### src/rtl/lfsr_prbs_stream_pkg.sv
// Shared types for the streaming PRBS source
// and its combinational LFSR core.
package lfsr_prbs_stream_pkg;

  typedef enum logic {
    CFG_FIBONACCI,
    CFG_GALOIS
  } lfsr_cfg_e;

endpackage

### src/rtl/lfsr_prbs_stream_lfsr.sv
// Combinational LFSR: advances state_in by
// DATA_WIDTH bit steps and returns the bits shifted out.
module lfsr
  import lfsr_prbs_stream_pkg::*;
#(
  parameter int LFSR_WIDTH = 31,
  parameter logic [LFSR_WIDTH-1:0] LFSR_POLY =
    31'h10000001,
  parameter string LFSR_CONFIG = "FIBONACCI",
  parameter bit LFSR_FEED_FORWARD = 1'b0,
  parameter bit REVERSE = 1'b0,
  parameter int DATA_WIDTH = 8,
  parameter string STYLE = "AUTO"
) (
  input  logic [DATA_WIDTH-1:0] data_in,
  input  logic [LFSR_WIDTH-1:0] state_in,
  output logic [DATA_WIDTH-1:0] data_out,
  output logic [LFSR_WIDTH-1:0] state_out
);

  localparam lfsr_cfg_e CFG =
    (LFSR_CONFIG == "GALOIS") ? CFG_GALOIS
                              : CFG_FIBONACCI;

  if (LFSR_CONFIG != "FIBONACCI" &&
      LFSR_CONFIG != "GALOIS") begin : g_bad_cfg
    $error("lfsr: unknown LFSR_CONFIG");
  end

  if (STYLE != "AUTO" && STYLE != "LOOP" &&
      STYLE != "REDUCTION") begin : g_bad_style
    $error("lfsr: unknown STYLE");
  end

  logic [LFSR_WIDTH-1:0] s;
  logic [DATA_WIDTH-1:0] o;
  logic                  fb;
  logic                  sh;

  // Input data is consumed MSB first, as is the output.
  always_comb begin
    s  = state_in;
    o  = '0;
    fb = 1'b0;
    sh = 1'b0;
    for (int i = DATA_WIDTH - 1; i >= 0; i--) begin
      fb = s[LFSR_WIDTH-1] ^ data_in[i];
      if (CFG == CFG_FIBONACCI) begin
        for (int j = 1; j < LFSR_WIDTH; j++) begin
          if (LFSR_POLY[j]) fb = fb ^ s[j-1];
        end
      end
      o    = o << 1;
      o[0] = fb;
      sh   = LFSR_FEED_FORWARD ? data_in[i] : fb;
      s    = s << 1;
      s[0] = sh;
      if (CFG == CFG_GALOIS) begin
        for (int j = 1; j < LFSR_WIDTH; j++) begin
          if (LFSR_POLY[j]) s[j] = s[j] ^ sh;
        end
      end
    end
  end

  always_comb begin
    data_out = o;
    if (REVERSE) begin
      for (int i = 0; i < DATA_WIDTH; i++) begin
        data_out[i] = o[DATA_WIDTH-1-i];
      end
    end
  end

  assign state_out = s;

endmodule

### src/rtl/lfsr_prbs_stream.sv
// PRBS word source with valid/ready output, seed
// loading, inversion, error injection and counters.
module lfsr_prbs_stream
  import lfsr_prbs_stream_pkg::*;
#(
  parameter int LFSR_WIDTH = 31,
  parameter logic [LFSR_WIDTH-1:0] LFSR_POLY =
    31'h10000001,
  parameter logic [LFSR_WIDTH-1:0] LFSR_INIT = '1,
  parameter string LFSR_CONFIG = "FIBONACCI",
  parameter bit REVERSE = 1'b0,
  parameter int DATA_WIDTH = 8,
  parameter int COUNT_WIDTH = 32,
  parameter string STYLE = "AUTO"
) (
  input  logic                   clk,
  input  logic                   rst,
  input  logic                   enable,
  input  logic                   seed_load,
  input  logic [LFSR_WIDTH-1:0]  seed_data,
  input  logic                   invert,
  input  logic                   err_inject,
  output logic [DATA_WIDTH-1:0]  m_axis_tdata,
  output logic                   m_axis_tvalid,
  input  logic                   m_axis_tready,
  output logic [COUNT_WIDTH-1:0] word_count,
  output logic [COUNT_WIDTH-1:0] inject_count
);

  localparam logic [COUNT_WIDTH-1:0] CNT_MAX = '1;

  logic [LFSR_WIDTH-1:0] state_reg;
  logic [LFSR_WIDTH-1:0] lfsr_state;
  logic [DATA_WIDTH-1:0] lfsr_data;
  logic [DATA_WIDTH-1:0] zero_data;
  logic [DATA_WIDTH-1:0] flip;
  logic                  err_pending;
  logic                  slot_free;
  logic                  gen;
  logic                  inject;

  assign zero_data = '0;
  assign slot_free = !m_axis_tvalid || m_axis_tready;
  assign gen       = !seed_load && slot_free && enable;
  assign inject    = err_inject || err_pending;
  assign flip      = {DATA_WIDTH{invert}} ^
                     DATA_WIDTH'(inject);

  lfsr #(
    .LFSR_WIDTH       (LFSR_WIDTH),
    .LFSR_POLY        (LFSR_POLY),
    .LFSR_CONFIG      (LFSR_CONFIG),
    .LFSR_FEED_FORWARD(1'b0),
    .REVERSE          (REVERSE),
    .DATA_WIDTH       (DATA_WIDTH),
    .STYLE            (STYLE)
  ) u_lfsr (
    .data_in  (zero_data),
    .state_in (state_reg),
    .data_out (lfsr_data),
    .state_out(lfsr_state)
  );

  // A zero seed would lock the LFSR, so it maps to INIT.
  always_ff @(posedge clk) begin
    if (rst) begin
      state_reg     <= LFSR_INIT;
      m_axis_tdata  <= '0;
      m_axis_tvalid <= 1'b0;
      err_pending   <= 1'b0;
    end else if (seed_load) begin
      state_reg     <= (seed_data == '0) ? LFSR_INIT
                                         : seed_data;
      m_axis_tvalid <= 1'b0;
      err_pending   <= 1'b0;
    end else if (gen) begin
      m_axis_tdata  <= lfsr_data ^ flip;
      m_axis_tvalid <= 1'b1;
      state_reg     <= lfsr_state;
      err_pending   <= 1'b0;
    end else begin
      if (slot_free) m_axis_tvalid <= 1'b0;
      if (err_inject) err_pending <= 1'b1;
    end
  end

  always_ff @(posedge clk) begin
    if (rst || seed_load) begin
      word_count   <= '0;
      inject_count <= '0;
    end else begin
      if (m_axis_tvalid && m_axis_tready &&
          word_count != CNT_MAX) begin
        word_count <= word_count + COUNT_WIDTH'(1);
      end
      if (gen && inject &&
          inject_count != CNT_MAX) begin
        inject_count <= inject_count + COUNT_WIDTH'(1);
      end
    end
  end

endmodule
### config.mk
export PLATFORM = sky130hd
export DESIGN_NAME = lfsr_prbs_stream
export DESIGN_NICKNAME = d
export VERILOG_FILES = /design/src/rtl/lfsr_prbs_stream_pkg.sv /design/src/rtl/lfsr_prbs_stream_lfsr.sv /design/src/rtl/lfsr_prbs_stream.sv
export SDC_FILE = /design/constraint.sdc
export NUM_CORES = 1
export LEC_CHECK = 0
export ABC_AREA = 1
export CAP_MARGIN = 20
export CORE_MARGIN = 2
export CORE_UTILIZATION = 48
export CTS_CLUSTER_DIAMETER = 50
export DETAILED_ROUTE_END_ITERATION = 16
export PLACE_DENSITY_LB_ADDON = 0.25
export SKIP_CTS_REPAIR_TIMING = 1
export SYNTH_ARGS = -nofsm -noshare
export SYNTH_HDL_FRONTEND = slang
export SYNTH_SLANG_ARGS = --single-unit
### constraint.sdc
create_clock -name clk -period 2 [get_ports clk]
set_clock_uncertainty 0.2 [all_clocks]
set_input_delay 0.6 -clock clk [delete_from_list [all_inputs] [get_ports clk]]
set_output_delay 0.6 -clock clk [all_outputs]
set_load 0.01 [all_outputs]
==> reports/results.txt <==
Outcome = finished with violations
Clk_lat worst skew = 0.36 ns
Total Power = 4.74 mW
Leading post-synthesis cells by cell area = dfxtp_1 34%, nand2_1 20%, nor2_1 9.4%
Yosys cell types = 31
Initial Util = 49.2%
Worst slack at placement = -0.449 ns
CP Cell Sequence = clkdlybuf4s50_1, nor3_2, nand4_1, nor2_4, buf_4, o21ai_0, nand2_1
Leakage power = 4.81 nW
CTS Buf Count = 9
Post-Route WL = 18.9 mm
Via/cell ratio = 5.25
Sequential cell area fraction in the yosys report = 33.9%
Syn Std Cell Area = 6210 um^2
Relative max-transition margin = 74.0%
Synthesized net count = 1022
Total track usage = 26.1%
Drc violations = 0
Commonest cells in the netlist = 327 x nand2_1, 156 x nor2_1, 105 x dfxtp_1
Setup CP Type = in -> reg
Max-slew violation count = 0
Post-DP HPWL = 13.3 mm
Delay-heaviest family, CP = simple AND/OR/NAND/NOR gates
Worst path arrival time = 2.13 ns
CTS clk-pin slew, worst paths = 0.08 ns
Peak Freq = 0.493 GHz
Pwr/cell area = 545 nW/um^2
Core area = 12600 um^2
Wire per inst = 14.3 um
Failing checks = setup timing
First-pass GRT wire length = 30.0 mm
Avg Inst Size Synth = 6.32 um^2
Final Critical Period = 2.03 ns
Post-route ant nets = 0
Die H = 118 um
Chip width = 118 um
Post-synth EDFFs = 0
Most numerous cell in the Yosys netlist = nand2_1
Final worst setup slack = -0.0284 ns
CTS tree = built
CTS Sinks = 105
CP max stage delay = 0.43 ns
Number of global-route vias before repair = 6319
Required time of the critical path = 2.10 ns
Element type at the critical path end = flop
GPL Wtd Cong = 0.938
Final period util = 101%
Min Hold Slack = 0.281 ns
#FFs+latches synth = 105
DP Area = 7890 um^2
Fraction of registers with async set/reset = 0%
Pin count of the biggest net entering global routing = 33
Layout cell share with drive strength beyond 1 = 16.1%
Detailed Route Iter0 Violations = 618
Initial antenna violation count = 0
Peak VDD IR = 371 uV
CP max FO = 9
Buffers added on ports = 110
CTS Buffer Depth = 2
Worst Tran Pin Value = 0.389 ns
Max Cap Violations = 0
Slowest stage cell, crit path = clkdlybuf4s50_1
Hold Crit Class = reg -> reg
Final Hold Vio Count = 0
Total Nets Final = 1178
Die area = 13900 um^2
CTS Root Cell = clkbuf_16
Yosys top cell by area = dfxtp_1
Total global routing overflow = 0
ANT cells = 0
Area Overhead vs Synth = 39.9%
Site Rows = 41
TritonRoute pass-1 iters = 5
Fillcell total = 1098
CP Launch Type = primary input
Area share of the largest cell type after synthesis = 33.9%
Buffers & Inverters on Critical Path = 2
Top FF cell, synth = dfxtp_1
Finish-stage setup viols = 5
Syn Inst Count = 982
DR vias = 6910
H-tree levels = 3
Yosys warnings = 0
Finished layout cell area = 8690 um^2
RSZ-0062 raised after global routing = true
IO Pins = 111
-- tightest hold or removal path, stage by stage (launching register included) --
cell and delay (ns):
dfxtp_1 0.35, a21oi_1 0.07, nand2_1 0.04
-- through the flow --
stage               TNS [ns]  utilization (%)  std cells
floorplan                  0                -        982
global placement      -33.83             62.5       1292
detailed placement    -35.71             62.5       1292
CTS                   -13.49             65.2       1308
global route          -0.141             68.8       1315
finish               -0.0646             68.8       1315
-- metal layers --
metal	global-route usage, %	part of all wire [%]
met5	0	0
met2	43.0	47
met4	10.4	3.1
met1	33.7	43
met3	4.70	7.1
-- layout by cell type, fill, tap and decap left out, types with 7 or more instances in the layout --
master | Yosys | final
inv_1 | 81 | 81
buf_12 | 0 | 7
a21oi_2 | 14 | 15
buf_4 | 0 | 53
nor2_1 | 156 | 150
dfxtp_1 | 105 | 55
nand4_1 | 11 | 11
dlymetal6s2s_1 | 0 | 101
clkbuf_16 | 0 | 9
nand3_1 | 42 | 42
nand2_1 | 327 | 325
dfxtp_2 | 0 | 50
buf_6 | 8 | 8
clkdlybuf4s50_1 | 0 | 9
o21ai_0 | 66 | 55
a311oi_1 | 14 | 13
xor2_1 | 28 | 28
xnor2_1 | 13 | 13
o21ai_1 | 0 | 11
a21oi_1 | 59 | 58
-- layout make-up --
| cell class | instances | area [um^2] | share of cell area [%] |
|---|---|---|---|
| clock inverter | 7 | 114 | 1.31 |
| multi-input combinational | 757 | 3650 | 42.0 |
| tap | 172 | 215 | 2.48 |
| clock buffer | 9 | 225 | 2.59 |
| timing repair buffer | 179 | 2000 | 23.0 |
| sequential | 105 | 2160 | 24.9 |
| inverter | 86 | 325 | 3.74 |
-- cells by family (layout without fill, tap and decap cells) --
family,after synthesis,count (layout),share of synthesized area [%]
buf+inv,120,281,8.34
flops,105,105,33.9
compound gates,154,154,14.1
simple gates,560,560,37.5
fa+ha+maj,2,2,0.403
xor+xnor,41,41,5.78
-- path summary, 6_finish.rpt --
check | to | slack (ns) | depth (start not counted) | start
worst min-delay path | state_reg[15]$_SDFFE_PP1P_ | 0.28 | 2 | state_reg[7]$_SDFFE_PP1P_
worst min register to register | state_reg[15]$_SDFFE_PP1P_ | 0.28 | 2 | state_reg[7]$_SDFFE_PP1P_
worst max register to register | inject_count[29]$_SDFFE_PP0P_ | 0.12 | 11 | inject_count[0]$_SDFFE_PP0P_
worst max-delay path | state_reg[10]$_SDFFE_PP1P_ | -0.03 | 7 | seed_data[26]
-- power breakdown --
part	total (mW)	switching, mW	internal (mW)
registers	2.19	0.0386	2.15
clock network	2.02	0.888	1.13
logic	0.531	0.291	0.240
Power figures use the tool's default switching activity.
==> patch 1: new RTL, config.mk and constraints unchanged <==
Make the reset (`rst`) asynchronous in one clocked block.
--- a/src/rtl/lfsr_prbs_stream.sv
+++ b/src/rtl/lfsr_prbs_stream.sv
@@ -64,3 +64,3 @@
   // A zero seed would lock the LFSR, so it maps to INIT.
-  always_ff @(posedge clk) begin
+  always_ff @(posedge clk or posedge rst) begin
     if (rst) begin
Function: differs if rst is asserted again (counterexample within 4 cycles, from zero or initial values and one cycle with rst high); with rst held inactive, the same outputs for 4 cycles.
==> patch 1 against the original RTL <==
Clock power decreased by 12%; synthesized area decreased by 2.4%; sequential cell count unchanged; combinational power increased by 24%; routed wire length decreased by 5.9%; worst setup slack improved by 0.11 ns; design area decreased by 0.59%; first-iteration DRC count decreased by 7.6%; power increased by 1.7%.
==> patch 1: results (changes against the original RTL) <==
[outcome]
status=completed

[layout]
layout-drive-gt1-share_pct=22.1  ; +6.0 points
n_fill_cell=1053  ; -4.1%
antenna_cells=0  ; unchanged
multi_input_area_mm2=0.00346  ; -5.1%
finalNetCount=1106  ; -6.1%

[yosys]
synth_area_leaders=dfxtp_1 (21%), dfstp_2 (13%), nand2_1 (13%)
ys_top_cells_by_count=nand2_1 (215), nor2_1 (181), nand3_1 (136), dfxtp_1 (64), inv_1 (57)
ys_warn_count=0  ; unchanged
synthMuxAreaShare_pct=0  ; unchanged
avgSynthCellArea_um2=6.66  ; +5.4%
ys_seq_area_share_pct=38.7  ; +4.8 points
yosys.area_share.adder_pct=0.413  ; +0.0097 points
synth_cell_types=29  ; -6.5%
async_reset_ff_share_pct=39.0  ; +39 points
synth_nets=950  ; -7.0%
yosysTopAreaCellShare_pct=21.1  ; -13 points
synth_compound_area_share_pct=9.39  ; -4.8 points
synth_xor_area_share_pct=3.03  ; -2.7 points

[worst_setup_path]
crit_arrival_ns=2.02  ; -0.11 ns
critPathLaunch=seed_data[7]
rr_startpoint=word_count[1]
rr_worst_depth=11  ; unchanged
ff2ff_setup_slack_ns=0.08  ; -0.04 ns
r2r-end=word_count[0]
cp_max_fo=8  ; -1
crit_end=state_reg[10]

[routing]
wire_per_inst_um=14.3  ; -0.49%
dr.pass1.iters=5  ; unchanged
drt_iter0_markers=571  ; -7.6%
vias=6554  ; -5.2%
drtAntennaViolNets=0  ; unchanged
wl_um=17700  ; -5.9%

[power]
vdd_drop_max_v=0.000502  ; +35%
switching_share_pct=24.9  ; -0.80 points
leakage_nw=4.70  ; -2.4%

[place]
placedCellCount=1218  ; -5.7%
hpwlAfterDp_um=12800  ; -4.1%
place_area_mm2=0.00775  ; -1.8%
gp_congestion=0.946  ; +0.82%
place.port_buffers=110  ; unchanged

[global_routing]
grt_pass1_wl_um=26900  ; -10%
grt_pass1_vias=5693  ; -9.9%
grt.total_usage_pct=25.1  ; -0.93 points
grt_max_degree=42  ; +27%
antenna_found_initial=0  ; unchanged

[clock_network]
htreeDepth=3  ; unchanged
cts_inserted_buffers=9  ; unchanged
cts_buffer_depth=2  ; unchanged
clk_pin_slew_ns=0.07
clock_latency_ns=0.36  ; about the same
root_buffer=clkbuf_16

[min_path]
hold_class=reg -> reg

[sta]
worst_pin_slew_ns=0.417  ; +0.0282 ns

[patch 1: cell count changes in the layout (fill, tap and decap cells not counted), moves of 13 or more]
cell	delta
a311oi_1	-13
inv_1	-25
nand2_1	-117
nor2_1	+13
nand3_1	+91
dfxtp_1	-31
a21oi_1	-18
dfstp_2	+31
o21ai_0	-18
xor2_1	-14
[patch 1: critical path, stage by stage]
cell,delay (ns)
clkdlybuf4s50_1,0.43
nor2_1,0.10
nand2_1,0.07
nor2_2,0.13
nand2_1,0.10
nor2_4,0.16
buf_6,0.16
buf_4,0.11
o21ai_0,0.06
nand3_1,0.10
[patch 1: worst min-delay path by stage]
stage                               start              end  slack (ns)  depth (start not counted)
final                     m_axis_tdata[5]  m_axis_tdata[5]        0.29                          2
after global routing         state_reg[5]     state_reg[5]        0.32                          2
after CTS                   state_reg[18]    state_reg[26]        0.30                          2
after detailed placement  m_axis_tdata[5]  m_axis_tdata[5]        0.28                          2
after global placement    m_axis_tdata[2]  m_axis_tdata[2]        0.27                          2
after floorplan              state_reg[2]    state_reg[10]        0.28                          2
[patch 1: final cells by class]
cell class	count	share of cell area, %
Sequential cell	105	27.7
Timing Repair Buffer	180	23.6
Clock buffer	12	2.85
Clock inverter	4	0.522
Inverter	62	2.69
Tap cell	172	2.49
Multi-Input combinational cell	708	40.1
[patch 1: cells by family after synthesis]
family	Yosys count
buffers and inverters	97
xor gates and xnor gates	21
AOI/OAI and AO/OA	100
DFF	105
and+or+nand+nor	585
adders and majority gates	2
[patch 1: routing by layer]
metal	share of wire (%)	vias to the layer above	GRT usage [%]	wire length [um]
li1	-	3260	-	-
met1	45	3008	34.5	7950
met2	47	247	40.5	8360
met3	5.8	39	4.62	1030
met4	2.3	0	7.54	405
met5	0	-	0	0
[patch 1: power groups by stage]
| stage | clock, W | combinational, W | sequential [W] |
|---|---|---|---|
| after floorplan | 0 | 0.000317 | 0.00242 |
| after global placement | 0 | 0.000649 | 0.00243 |
| after detailed placement | 0 | 0.000666 | 0.00243 |
| after CTS | 0.00181 | 0.000666 | 0.00239 |
| after global routing | 0.00191 | 0.000734 | 0.00240 |
| final | 0.00177 | 0.000660 | 0.00239 |
[patch 1: through the flow]
step | worst slack (ns) | hold slack [ns]
2_1_floorplan | 0.117 | 0.276
6_report | 0.0786 | 0.294
5_1_grt | -0.00905 | 0.320
3_5_place_dp | -0.518 | 0.283
4_1_cts | -0.245 | 0.299
3_3_place_gp | -0.526 | 0.267
==> patch 2: new RTL, same flow settings <==
Without the edit above. `LFSR_FEED_FORWARD` is set to 1'b0 in 2 places; all go to 1'b1.
--- a/src/rtl/lfsr_prbs_stream_lfsr.sv
+++ b/src/rtl/lfsr_prbs_stream_lfsr.sv
@@ -9,3 +9,3 @@
   parameter string LFSR_CONFIG = "FIBONACCI",
-  parameter bit LFSR_FEED_FORWARD = 1'b0,
+  parameter bit LFSR_FEED_FORWARD = 1'b1,
   parameter bit REVERSE = 1'b0,
--- a/src/rtl/lfsr_prbs_stream.sv
+++ b/src/rtl/lfsr_prbs_stream.sv
@@ -52,3 +52,3 @@
     .LFSR_CONFIG      (LFSR_CONFIG),
-    .LFSR_FEED_FORWARD(1'b0),
+    .LFSR_FEED_FORWARD(1'b1),
     .REVERSE          (REVERSE),
Function: changed (Yosys sat finds a counterexample within 10 cycles, from zero or initial values and one cycle with rst high).
==> patch 2 against the original RTL <==
Worst setup slack improved by 0.072 ns; fmax increased by 3.7%; synthesized area is 1.0% lower; count of clock-buffer cells in the layout grew 2; routed wire length fell by 12%; synthesized cell count fell by 0.92%; power is 6.6% lower; clock power decreased by 13%; critical path depth rose by 2; sequential cell count did not move; global-route usage shrank 2.2 points; cell count is 0.91% lower; design area decreased by 1.9%; critical path type unchanged; largest power group unchanged; highest routed layer unchanged.
==> patch 2: results (changes against the original RTL) <==
[outcome]
status=completed

[sta]
finalSetupViolCount=0  ; -5
worst_pin_slew_ns=0.368  ; -0.0205 ns
timing.hold.ws_ns=0.266  ; -0.0155 ns
hold_viol_final=0  ; unchanged

[worst_setup_path]
slowest_delay_ns=0.42
ff2ff_setup_slack_ns=0.14  ; +0.02 ns
critPathLaunch=seed_data[18]
rr_worst_depth=10  ; -1
crit_arrival_ns=2.06  ; -0.07 ns
cp_max_fo=7  ; -2
crit_end=state_reg[20]
r2r-end=word_count[25]
rr_startpoint=word_count[1]

[global_routing]
antenna_found_initial=0  ; unchanged
grt_use_met3_pct=4.79  ; +0.089 points
gr-usage-met2_pct=38.3  ; -4.7 points
grt.total_usage_pct=23.9  ; -2.2 points
grt_pass1_vias=5445  ; -14%
grt_pass1_wl_um=26100  ; -13%
use_met1_pct=33.2  ; -0.48 points
grt_max_degree=33  ; unchanged

[routing]
routed-wl-met2_um=7880  ; -11%
drt_iter0_markers=327  ; -47%
wire_per_inst_um=12.8  ; -11%
wl_um=16700  ; -12%
wl_met3_um=947  ; -29%
drt-met1-wl_um=7650  ; -6.0%
dr.pass1.iters=7  ; +2
via_per_inst=4.98  ; -5.2%

[power]
leakage_nw=4.56  ; -5.2%
vdd_drop_max_v=0.000459  ; +24%
switching_share_pct=24.0  ; -1.7 points

[layout]
layout-drive-gt1-share_pct=14.7  ; -1.4 points
n_fill_cell=1099  ; +0.091%
finalNetCount=1167  ; -0.93%

[yosys]
async_reset_ff_share_pct=0  ; unchanged
synth_nets=1013  ; -0.88%
synth_area_leaders=dfxtp_1 (34%), nand2_1 (20%), nor2_1 (9.2%)
synth_cell_types=31  ; unchanged
synth_cells=973  ; -0.92%
ys_seq_area_share_pct=34.2  ; +0.35 points
ys_top_cells_by_count=nand2_1 (330), nor2_1 (151), dfxtp_1 (105), inv_1 (86), o21ai_0 (65)
yosysTopAreaCellShare_pct=34.2  ; +0.35 points

[place]
place.port_buffers=110  ; unchanged
place_area_mm2=0.00781  ; -0.97%
hpwlAfterDp_um=12400  ; -7.1%
placedCellCount=1282  ; -0.77%
gp_congestion=0.903  ; -3.8%

[min_path]
hold-path-endpoint=state_reg[19]
hold_path_startpoint=state_reg[11]
min_path_cells=2  ; unchanged

[clock_network]
root_buffer=clkbuf_16

-- patch 2: changes by cell type in the layout (fill, tap and decap cells not counted), moves of 3 or more --
cell             change
clkinvlp_4           +3
dfxtp_1              +7
nand3_1              -3
inv_1                +5
nand2_1              +3
o21ai_1              -6
dfxtp_2              -7
a311oi_1             -5
clkdlybuf4s50_1     +23
dlymetal6s2s_1      -23
buf_4                -6
o21ai_0              +5
-- patch 2: power by group through the flow --
stage	Sequential (W)	Combinational [W]	Clock, W
floorplan	0.00223	0.000243	0
global placement	0.00223	0.000469	0
detailed placement	0.00223	0.000471	0
CTS	0.00219	0.000474	0.00178
global route	0.00219	0.000542	0.00188
finish	0.00219	0.000492	0.00175
-- patch 2: layout make-up --
| class | count | area share [%] |
|---|---|---|
| clock inverter | 4 | 0.631 |
| tap | 172 | 2.52 |
| multi-input combinational | 745 | 42.0 |
| sequential | 105 | 25.3 |
| timing repair buffer | 174 | 22.6 |
| clock buffer | 11 | 2.73 |
| inverter | 92 | 4.27 |
-- patch 2: metrics by stage --
step | utilization, % | worst slack, ns | total power (W)
after floorplan | - | 0.000116 | 0.00248
after global placement | 62.2 | -0.316 | 0.00270
after detailed placement | 62.2 | -0.376 | 0.00270
after CTS | 64.4 | -0.232 | 0.00444
after global routing | 67.8 | -0.0273 | 0.00461
final | 67.8 | 0.0437 | 0.00443
-- patch 2: worst max-delay path, delay by kind of cell --
| kind | cells | cell delay [ns] |
|---|---|---|
| buf+inv | 2 | 0.58 |
| compound gates | 1 | 0.10 |
| simple gates | 6 | 0.78 |
-- patch 2: kinds of logic after synthesis --
logic type	share of synthesized area (%)
AND/OR/NAND/NOR	37.4
AO/OA/AOI/OAI	13.4
buffers and inverters	8.71
flip-flops	34.2
XOR/XNOR	5.84
adder cells (fa/ha/maj)	0.407
